[config.mk]
export PLATFORM = sky130hd
export DESIGN_NAME = sr04_dist_filter
export DESIGN_NICKNAME = d
export VERILOG_FILES = /design/src/rtl/sr04_pkg.sv /design/src/rtl/sr04_ring_buf.sv /design/src/rtl/sr04_dist_filter.sv
export SDC_FILE = /design/constraint.sdc
export NUM_CORES = 1
export LEC_CHECK = 0
export BUFFER_PORTS_ARGS = -buffer_cell sky130_fd_sc_hd__buf_2
export CORE_AREA = 4 4 145 147
export DETAILED_ROUTE_END_ITERATION = 16
export DIE_AREA = 0 0 149 151
export GPL_TIMING_DRIVEN = 0
export PLACE_DENSITY = 0.71
export SLEW_MARGIN = 10
export SYNTH_ARGS = -nofsm -noshare
export SYNTH_HDL_FRONTEND = slang
export SYNTH_SLANG_ARGS = --single-unit
[constraint.sdc]
create_clock -name clk -period 7.61 [get_ports clk]
set_input_delay 1.522 -clock clk [delete_from_list [all_inputs] [get_ports clk]]
set_output_delay 1.522 -clock clk [all_outputs]
set_load 0.01 [all_outputs]
[src/rtl/sr04_pkg.sv]
// Shared definitions for the SR04 ultrasonic controller and its distance filter.
package sr04_pkg;

  localparam int unsigned DIST_W_DEF = 24;
  localparam int unsigned REJ_CNT_W  = 8;

  typedef enum logic [0:0] {
    S_EMPTY = 1'b0,
    S_RUN   = 1'b1
  } state_e;

endpackage

[src/rtl/sr04_ring_buf.sv]
// DEPTH x DIST_W sample store for the moving average. Exposes the slot about to be
// overwritten (read-before-write) and supports filling every slot at once.
module sr04_ring_buf #(
  parameter int unsigned DIST_W = 24,
  parameter int unsigned DEPTH  = 4
) (
  input  logic              clk,
  input  logic              rst,
  input  logic              i_we,
  input  logic              i_fill,
  input  logic [DIST_W-1:0] i_data,
  output logic [DIST_W-1:0] o_old
);

  localparam int unsigned PTR_W = $clog2(DEPTH);

  logic [DIST_W-1:0] r_mem [DEPTH];
  logic [PTR_W-1:0]  r_wp;

  // Oldest sample, i.e. the one the next write replaces.
  assign o_old = r_mem[r_wp];

  // Storage and write pointer; DEPTH is a power of two so the pointer wraps naturally.
  always_ff @(posedge clk) begin
    if (!rst) begin
      for (int i = 0; i < DEPTH; i++) r_mem[i] <= '0;
      r_wp <= '0;
    end else if (i_fill) begin
      for (int i = 0; i < DEPTH; i++) r_mem[i] <= i_data;
      r_wp <= '0;
    end else if (i_we) begin
      r_mem[r_wp] <= i_data;
      r_wp        <= r_wp + PTR_W'(1);
    end
  end

endmodule

[src/rtl/sr04_dist_filter.sv]
// Range-qualified moving-average filter for SR04 distance results, with staleness flag.
// Optional feature macro: SR04_FILT_REJECT_EN enables the MIN_DIST/MAX_DIST range check
// and the reject counter; without it every sample is accepted and reject_cnt reads 0.
module sr04_dist_filter
  import sr04_pkg::*;
#(
  parameter int unsigned DIST_W      = DIST_W_DEF,
  parameter int unsigned DEPTH       = 4,
  parameter int unsigned MIN_DIST    = 2,
  parameter int unsigned MAX_DIST    = 400,
  parameter int unsigned TIMEOUT_CYC = 10_000_000
) (
  input  logic                 clk,
  input  logic                 rst,
  input  logic                 in_valid,
  input  logic [DIST_W-1:0]    in_dist,
  output logic                 out_valid,
  output logic [DIST_W-1:0]    out_dist,
  output logic                 stale,
  output logic [REJ_CNT_W-1:0] reject_cnt
);

  localparam int unsigned LOG2_D = $clog2(DEPTH);
  localparam int unsigned SUM_W  = DIST_W + LOG2_D;
  localparam int unsigned TO_W   = $clog2(TIMEOUT_CYC + 1);

  if ((MIN_DIST > MAX_DIST) || (DEPTH < 2) || (DEPTH > 16) || ((1 << LOG2_D) != DEPTH))
  begin : g_bad_param
    $error("sr04_dist_filter: bad DEPTH or MIN_DIST/MAX_DIST");
  end

  logic              w_in_ok;
  logic              r_s1_valid;
  logic [DIST_W-1:0] r_s1_dist;
  logic              w_accept;
  logic              w_fill;
  logic              w_we;
  logic [DIST_W-1:0] w_old;
  logic [SUM_W-1:0]  r_sum;
  logic              r_s2_valid;
  logic [TO_W-1:0]   r_to_cnt;
  state_e            r_state;

`ifdef SR04_FILT_REJECT_EN
  logic [REJ_CNT_W-1:0] r_rej_cnt;

  assign w_in_ok = (in_dist >= DIST_W'(MIN_DIST)) && (in_dist <= DIST_W'(MAX_DIST));

  // Count out-of-range strobes, saturating.
  always_ff @(posedge clk) begin
    if (!rst) begin
      r_rej_cnt <= '0;
    end else if (in_valid && !w_in_ok && (r_rej_cnt != '1)) begin
      r_rej_cnt <= r_rej_cnt + REJ_CNT_W'(1);
    end
  end

  assign reject_cnt = r_rej_cnt;
`else
  assign w_in_ok    = 1'b1;
  assign reject_cnt = '0;
`endif

  // Stage 1: register the sample; only accepted samples travel further.
  always_ff @(posedge clk) begin
    if (!rst) begin
      r_s1_valid <= 1'b0;
      r_s1_dist  <= '0;
    end else begin
      r_s1_valid <= in_valid && w_in_ok;
      r_s1_dist  <= in_dist;
    end
  end

  assign w_accept = r_s1_valid;
  assign w_fill   = w_accept && (r_state == S_EMPTY);
  assign w_we     = w_accept && (r_state == S_RUN);

  sr04_ring_buf #(
    .DIST_W(DIST_W),
    .DEPTH (DEPTH)
  ) u_ring_buf (
    .clk   (clk),
    .rst   (rst),
    .i_we  (w_we),
    .i_fill(w_fill),
    .i_data(r_s1_dist),
    .o_old (w_old)
  );

  // Stage 2a: running sum; a fill re-seeds it as if all DEPTH slots held the sample.
  always_ff @(posedge clk) begin
    if (!rst) begin
      r_sum      <= '0;
      r_s2_valid <= 1'b0;
    end else begin
      r_s2_valid <= w_accept;
      if (w_fill) begin
        r_sum <= SUM_W'(r_s1_dist) << LOG2_D;
      end else if (w_we) begin
        r_sum <= r_sum - SUM_W'(w_old) + SUM_W'(r_s1_dist);
      end
    end
  end

  // Stage 2b: publish the truncated average with its strobe.
  always_ff @(posedge clk) begin
    if (!rst) begin
      out_valid <= 1'b0;
      out_dist  <= '0;
    end else begin
      out_valid <= r_s2_valid;
      if (r_s2_valid) out_dist <= DIST_W'(r_sum >> LOG2_D);
    end
  end

  // FSM, timeout counter and stale flag; an accept in the expiry cycle takes priority.
  always_ff @(posedge clk) begin
    if (!rst) begin
      r_to_cnt <= '0;
      stale    <= 1'b1;
      r_state  <= S_EMPTY;
    end else if (w_accept) begin
      r_to_cnt <= '0;
      stale    <= 1'b0;
      r_state  <= S_RUN;
    end else if (r_to_cnt != TO_W'(TIMEOUT_CYC)) begin
      r_to_cnt <= r_to_cnt + TO_W'(1);
      if (r_to_cnt == TO_W'(TIMEOUT_CYC - 1)) begin
        stale   <= 1'b1;
        r_state <= S_EMPTY;
      end
    end
  end

endmodule

==> results of run 1 <==
[metal layers]
layer  GRT usage  wire length (um)  vias to the layer above
li1            -                 -                     3428
met1       0.280              9980                     3341
met2       0.334             10900                      205
met3      0.0323              1460                       44
met4      0.0531               522                        0
met5           0                 0                        -
[cells in the mapped netlist (2+ instances only)]
cell / number / area share
and2_1: 129 / 0.078
inv_1: 108 / 0.039
dfxtp_1: 107 / 0.21
edfxtp_1: 96 / 0.28
nand2_1: 50 / 0.018
nor2_1: 41 / 0.015
clkbuf_1: 40 / 0.015
ha_1: 32 / 0.039
mux2i_1: 29 / 0.028
o21ai_0: 29 / 0.014
a21oi_1: 28 / 0.014
nor2b_1: 26 / 0.016
fa_1: 24 / 0.046
mux4_2: 24 / 0.052
o21ai_1: 22 / 0.011
xor2_1: 21 / 0.018
xnor2_1: 19 / 0.016
a21o_1: 15 / 0.011
nand3_1: 14 / 0.0068
o22ai_1: 11 / 0.0066
buf_4: 8 / 0.0058
nand4_1: 8 / 0.0048
nor3_1: 7 / 0.0034
a31oi_1: 6 / 0.0036
and3_1: 6 / 0.0036
o21a_1: 5 / 0.0036
nand2b_1: 4 / 0.0024
o211a_1: 4 / 0.0039
or3_1: 4 / 0.0024
a211oi_1: 3 / 0.0022
buf_2: 3 / 0.0014
o211ai_1: 3 / 0.0022
and4_1: 2 / 0.0017
nor4_1: 2 / 0.0012
nor4b_1: 2 / 0.0017
o21bai_1: 2 / 0.0014
o31ai_1: 2 / 0.0014
[critical path, cell delays in order (launching register included)]
cell	delay (ps)
dfxtp_1	300
clkbuf_1	320
buf_2	450
mux4_2	590
fa_1	490
inv_1	40
ha_1	360
a21o_1	240
a21o_1	190
a221oi_2	250
o21ai_1	140
a41o_1	350
a41oi_2	240
xor2_1	190
o21ai_1	70
[final cells by class]
cell class	count	area [um2]	share of cell area
flip-flops and latches	203	5020	0.432
clock inverters	9	45.0	0.00387
multi-input cells	607	4720	0.405
plain buffers	52	229	0.0197
well taps	270	338	0.0290
repair buffers	52	260	0.0224
inverters	109	409	0.0351
clock buffers	32	619	0.0532
[sequential cells by signal, indices dropped and copies added, names as in the netlist, named ones only]
| register | flops |
|---|---|
| stale | 1 |
| u_ring_buf.r_mem | 96 |
| r_s2_valid | 1 |
| u_ring_buf.r_wp | 2 |
| r_s1_valid | 1 |
| out_dist | 24 |
| r_sum | 26 |
| r_s1_dist | 24 |
| r_to_cnt | 24 |
| r_state | 1 |
| out_valid | 1 |
[worst max path at each step]
stage | end | depth (start not counted) | startpoint | slack, ps
floorplan | r_sum[19]$_SDFFE_PN0P_ | 14 | flop | 3760
global placement | r_sum[19]$_SDFFE_PN0P_ | 14 | flop | 3280
detailed placement | r_sum[19]$_SDFFE_PN0P_ | 14 | flop | 3200
CTS | r_sum[19]$_SDFFE_PN0P_ | 14 | flop | 3210
global route | r_sum[19]$_SDFFE_PN0P_ | 14 | flop | 2990
finish | r_sum[19]$_SDFFE_PN0P_ | 14 | flop | 3260
[power by group]
part | total (mW) | switching, mW | internal, mW
Combinational | 0.487 | 0.287 | 0.200
Clock | 0.983 | 0.416 | 0.566
Sequential | 1.23 | 0.0293 | 1.20
Total | 2.70 | 0.733 | 1.97
[cells by family (layout without fill, tap and decap cells)]
family,after synthesis,after routing,share of synthesized area
AOI/OAI and AO/OA,146,146,0.0900
other,1,8,0.000362
and+or+nand+nor,304,304,0.163
adders and majority gates,56,56,0.0851
DFF,203,203,0.485
xor gates and xnor gates,40,40,0.0338
muxes,53,53,0.0803
buffers and inverters,161,254,0.0616
[per-stage QoR]
step	cells	instance area, um2	power (mW)	setup WS, ps
after floorplan	971	10400	1.61	3760
after global placement	1293	11000	1.72	3280
after detailed placement	1293	11000	1.74	3200
after CTS	1334	11600	2.72	3210
after global routing	1334	11600	2.82	2990
final	1334	11600	2.70	3260
==> out/summary.md, run 1 <==
The run finished with clean final reports. The share of the clock period used by the worst path after layout works out to 0.572. Clock latency on the worst-skew pair: 500 ps. The run gives 472 ps as the worst hold slack. IR analysis of the VDD net gives a maximum drop of 0.141 mV. The clock period minus worst slack works out to 4350 ps. The required time of the critical path was 7980 ps. The setup TNS is 0 ps. The floorplan die height was 151 um; the final setup violation count was 0. The logs give 0.485 for the portion of the post-synthesis area used by sequential elements and 230 MHz for the maximum clock frequency.

TritonCTS built the clock tree. Average cell area after synthesis: 10.7 um2. The fraction of layout cells with a size suffix above 1 came out at 0.117. The most common cell after layout, fill and taps aside is and2_1.

The tools report the number of buffers inserted by post-CTS setup repair as 0. The run gives 0.520 as the initial core utilization. The total power divided by cell area was 232 mW/mm2; the total CTS buffers was 23.

On the final layout, the worst clock skew is 13.0 ps. After detailed routing, the number of remaining DRC violations is 0. Synthesis handed over a netlist of 964 instances.

The die is 149 um wide. The critical path is of the reg2reg type. Counting flops and latches in the post-synthesis netlist gives 203.

For this design the static power due to leakage is 4.79 nW. The filler cells instantiated in the layout total 1723. The startpoint of the tightest hold check path is stale$_SDFFE_PN1P_. For the number of nets in the layout, the log shows 1131. The area growth from synthesis to final layout is 12.4%, and the antenna diode count is 0.

For the wire length after detailed routing, the log shows 22.8 mm. The class of the tightest hold or removal check is reg2reg. In this run the critical register-to-register path is captured at r_sum[19]$_SDFFE_PN0P_. The detail route stage leaves a number of antenna-violating nets equal to 0. Entering global routing, the biggest net connects 25 pins.

Post-CTS repair changed the size of 0 cells. Detailed placement finished with a half-perimeter wire length of 16.7 mm. In this run the register-to-register setup slack is 3260 ps. The number of levels the H-tree was split into was 1.

The via count is 7018. After detailed routing, the average wire length per cell comes to 17.1 um. The logs give 52 for the standard-cell row count and 203 for the TritonCTS sink count. The synthesized netlist contains 65 unique library cells. The worst hold path passes through 2 cells. The total area inside the core boundary comes to 0.0199 mm2.

The number of max-slew violations in the final report is 0. The run gives 0 as the hold violation count in the final report. Die outline area: 0.0225 mm2. The worst setup path is captured at a flop. The number of DRC markers after the initial detailed-route iteration is 356, and the number of max-cap violations is 0. The number of detailed-route iterations in the first pass was 5.

61 I/O pins were placed. The tools report the total overflow reported by the global router as 0. Most frequently used flop master after synthesis: dfxtp_1. The global-route total usage across every layer is 0.202, and the maximum fanout along the worst path is 10. Proportion of register bits with asynchronous set or reset after synthesis: 0. Leaving out fill and tap cells, the most frequent cells in the layout are and2_1, inv_1, dfxtp_1, edfxtp_1, buf_2.

Measured in cells, the most critical reg-to-reg path has a length of 14. Dividing the detail-routed via count by the number of cells gives 5.26. The mapped cell area was 0.0104 mm2. The slew at the pin closest to its max-slew limit works out to 1200 ps. Number of antenna violations at the first check in global routing: 0. The tree is rooted in a clkbuf_16. Yosys printed 0 warnings. The buffer depth of the longest clock path was 3; the via count of the first global-routing pass was 6779.

Final weighted congestion of routability-driven global placement: 0.931. The tools report the post-cts hold buffer count as 0. In this run the tool buffered the top-level ports with 52 buffer cells.

The run gives 0.199 as the relative slew slack. The synthesized design contains 96 enable-type register cells. The data arrival time of the critical path is 4730 ps. The first-pass GRT wire length came out at 35.9 mm. The worst-case hold path end point was stale$_SDFFE_PN1P_. The tools report the final design utilization as 0.585.

Setup repair after global routing left no endpoint under its margin. Nature of the critical path startpoint: a flop. Clock input transition at the sequential cells of the worst setup and hold paths: 60 ps.
Power figures use the tool's default switching activity.
==> inputs of run 2 (changes only) <==
- PLACE_DENSITY: 0.71 -> 0.74
- clock period: 7.61 -> 4 ns (I/O delays scaled with it)
==> run 2 against run 1 <==
  * Sequential share of layout area shrank 0.25 points
  * Critical path depth is 1 higher
  * Cell area rose by 0.66%
  * Wire length grew 0.81%
  * Largest power group unchanged
  * Highest routed layer unchanged
==> out/summary.md, run 2 (synthesis results as in run 1) <==
For the worst setup path, the data required time is 4400 ps. Using the TritonRoute via totals, the vias-per-cell ratio works out to 5.29. The count of nets left with antenna violations once routing finished came out at 0.

The floorplan die height works out to 151 um. In the final layout, the registers with the most flip-flops are u_ring_buf.r_mem (96), r_sum (26). The horizontal extent of the die came out at 149 um. The net count of the finished layout is 1129. The tools report the standard-cell row count as 52. Entering global routing, the biggest net connects 25 pins. Hold repair after CTS inserted 0 buffers. The flip-flop count of the largest register after layout works out to 96. Share of the clock period used by the worst path after layout: 0.941. The first global-routing pass estimated 37.0 mm of wire. The logs give 0.350 mV for the worst vdd rail ir drop and 0.182 for the relative slew slack. In this run the static leakage power is 4.83 nW. In this run the power spent charging and discharging nets is 1.44 mW. The region available for standard cell placement spans 0.0199 mm2. The critical setup path kind was reg2reg.

Number of levels the H-tree was split into: 1. The area growth from synthesis to final layout was 13.2%; the final setup violation count was 0. The pre-antenna-repair detailed-routing pass consisted of 7 iterations. The switching portion of total power is 0.275, and the worst-case clock skew is 31.8 ps. The class of the tightest hold or removal check is in2reg. The total overflow left after global routing is 0. The run gives 0 as the number of max-slew violations in the final report. 61 I/O pins were placed. Detailed placement ended at an HPWL of 16.5 mm. The TritonCTS sink count is 203, and the hold violation count in the final report is 0. The global-route total usage across every layer was 0.208; the fraction of power consumed by combinational cells was 0.177.

Number of antenna violations at the first check in global routing: 0. Leaving out fill and tap cells, the most frequent cells in the layout are and2_1, inv_1, dfxtp_1, edfxtp_1, buf_2. The number of max-cap violations is 0, and the worst hold slack is 487 ps. For the via count of the first global-routing pass, the log shows 7041. The share of total power in sequential cells came out at 0.446. The cell sitting at the root of the clock tree is a clkbuf_16. Fill cells in the final layout number 1684.

For the finished layout, the period the worst path requires is 3760 ps. In this run, the number of DRC markers left after iteration 0 of detailed routing was 538. The maximum clock frequency was 266 MHz; the wire length after detailed routing was 23.0 mm. Clock tree synthesis inserted a total of 23 buffers. The detailed router placed 7061 vias in this run. For the pin with the worst max-slew slack, the measured transition is 1220 ps. The count of buffers inserted at the top-level ports was 52. After detailed routing, the number of remaining DRC violations is 0. Post-CTS timing repair inserted 0 buffers for setup. The tools report the cell internal power dissipation as 3.81 mW. After detailed placement, the total cell area comes to 0.0110 mm2. The die covers 0.0225 mm2.

Fraction of layout cells with a size suffix above 1: 0.130. The clock reaches the later pin of the worst-skew pair after 520 ps. After routing the design area is 0.0117 mm2. The initial core utilization is 0.520. The nature of the critical path startpoint is a flop. TritonCTS built the clock tree.

The tools report the type of destination of the critical path as a flop. Routability-driven placement finished with a final weighted congestion of 0.947. Clock input transition at the sequential cells of the worst setup and hold paths: 60 ps. The most common cell after layout, fill and taps aside was and2_1. Setup repair after global routing left no endpoint under its margin. Dividing total power by cell area gives a power density of 448 mW/mm2. The longest clock path from root to sink contains 3 buffers.

The register with the most flip-flops in the final layout is u_ring_buf.r_mem. The run finished with clean final reports. The clock group share of total power is 0.377, and the maximum fanout along the worst path is 10. The average detailed-routed wire length per instance works out to 17.2 um. STA puts the critical path data arrival time at 4160 ps.
[run 2: timing repair]
| action | 4_1_cts | 5_1_grt |
|---|---|---|
| resized for setup | 5 | 11 |
| pin swaps | 0 | 0 |
| setup endpoints to repair | 12 | 7 |
[run 2: power groups by stage]
stage	Combinational, mW	Clock, mW	Sequential [mW]
5_1_grt	1.04	2.10	2.35
6_report	0.931	1.98	2.34
3_3_place_gp	0.901	0	2.38
2_1_floorplan	0.711	0	2.36
3_5_place_dp	0.912	0	2.38
4_1_cts	0.919	2.01	2.34
[run 2: worst max-delay path, stage by stage (launching register included)]
cell and delay [ps]:
dfxtp_4 420, buf_6 210, mux4_2 540, ha_1 280, inv_1 50, ha_1 150, inv_1 50, fa_1 360
and2b_1 250, o2111ai_1 160, a21boi_1 230, o21ba_2 200, o21bai_2 160, o31ai_2 340, xnor2_1 160, o21ai_1 70
[run 2: area by class of cell]
class / count / area, um2 / share of cell area
Antenna cell: 1 / 2.50 / 0.000214
Buffer: 50 / 245 / 0.0209
Sequential cell: 203 / 5030 / 0.429
Multi-Input combinational cell: 607 / 4720 / 0.403
Timing Repair Buffer: 52 / 260 / 0.0222
Clock inverter: 16 / 115 / 0.00982
Tap cell: 270 / 338 / 0.0288
Inverter: 109 / 409 / 0.0349
Clock buffer: 26 / 597 / 0.0509
[run 2: per-layer routing]
layer	share of wire	routed length (um)	GRT usage
met5	0	0	0
met1	0.44	10100	0.281
met2	0.47	10900	0.344
met4	0.019	443	0.0604
met3	0.070	1610	0.0407
[run 2: final timing paths]
check | depth (start not counted) | slack, ps | from | endpoint
setup / recovery | 15 | 240 | flop | r_sum[20]$_SDFFE_PN0P_
hold / removal | 2 | 490 | in_dist[18] | r_s1_dist[18]$_SDFF_PN0_
setup reg to reg | 15 | 240 | flop | r_sum[20]$_SDFFE_PN0P_
hold reg to reg | 2 | 490 | r_to_cnt[23]$_SDFFE_PP0P_ | r_to_cnt[23]$_SDFFE_PP0P_
[run 2: stage by stage]
step           power [mW]  std cells  setup slack [ps]  setup TNS [ps]  utilization
5_1_grt              5.49       1333              12.7               0        0.588
2_1_floorplan        3.07        971               148               0            -
3_5_place_dp         3.30       1293              -322           -1950        0.551
4_1_cts              5.27       1334              24.0               0        0.587
6_report             5.25       1334               237               0        0.589
3_3_place_gp         3.28       1293              -304           -1730        0.551
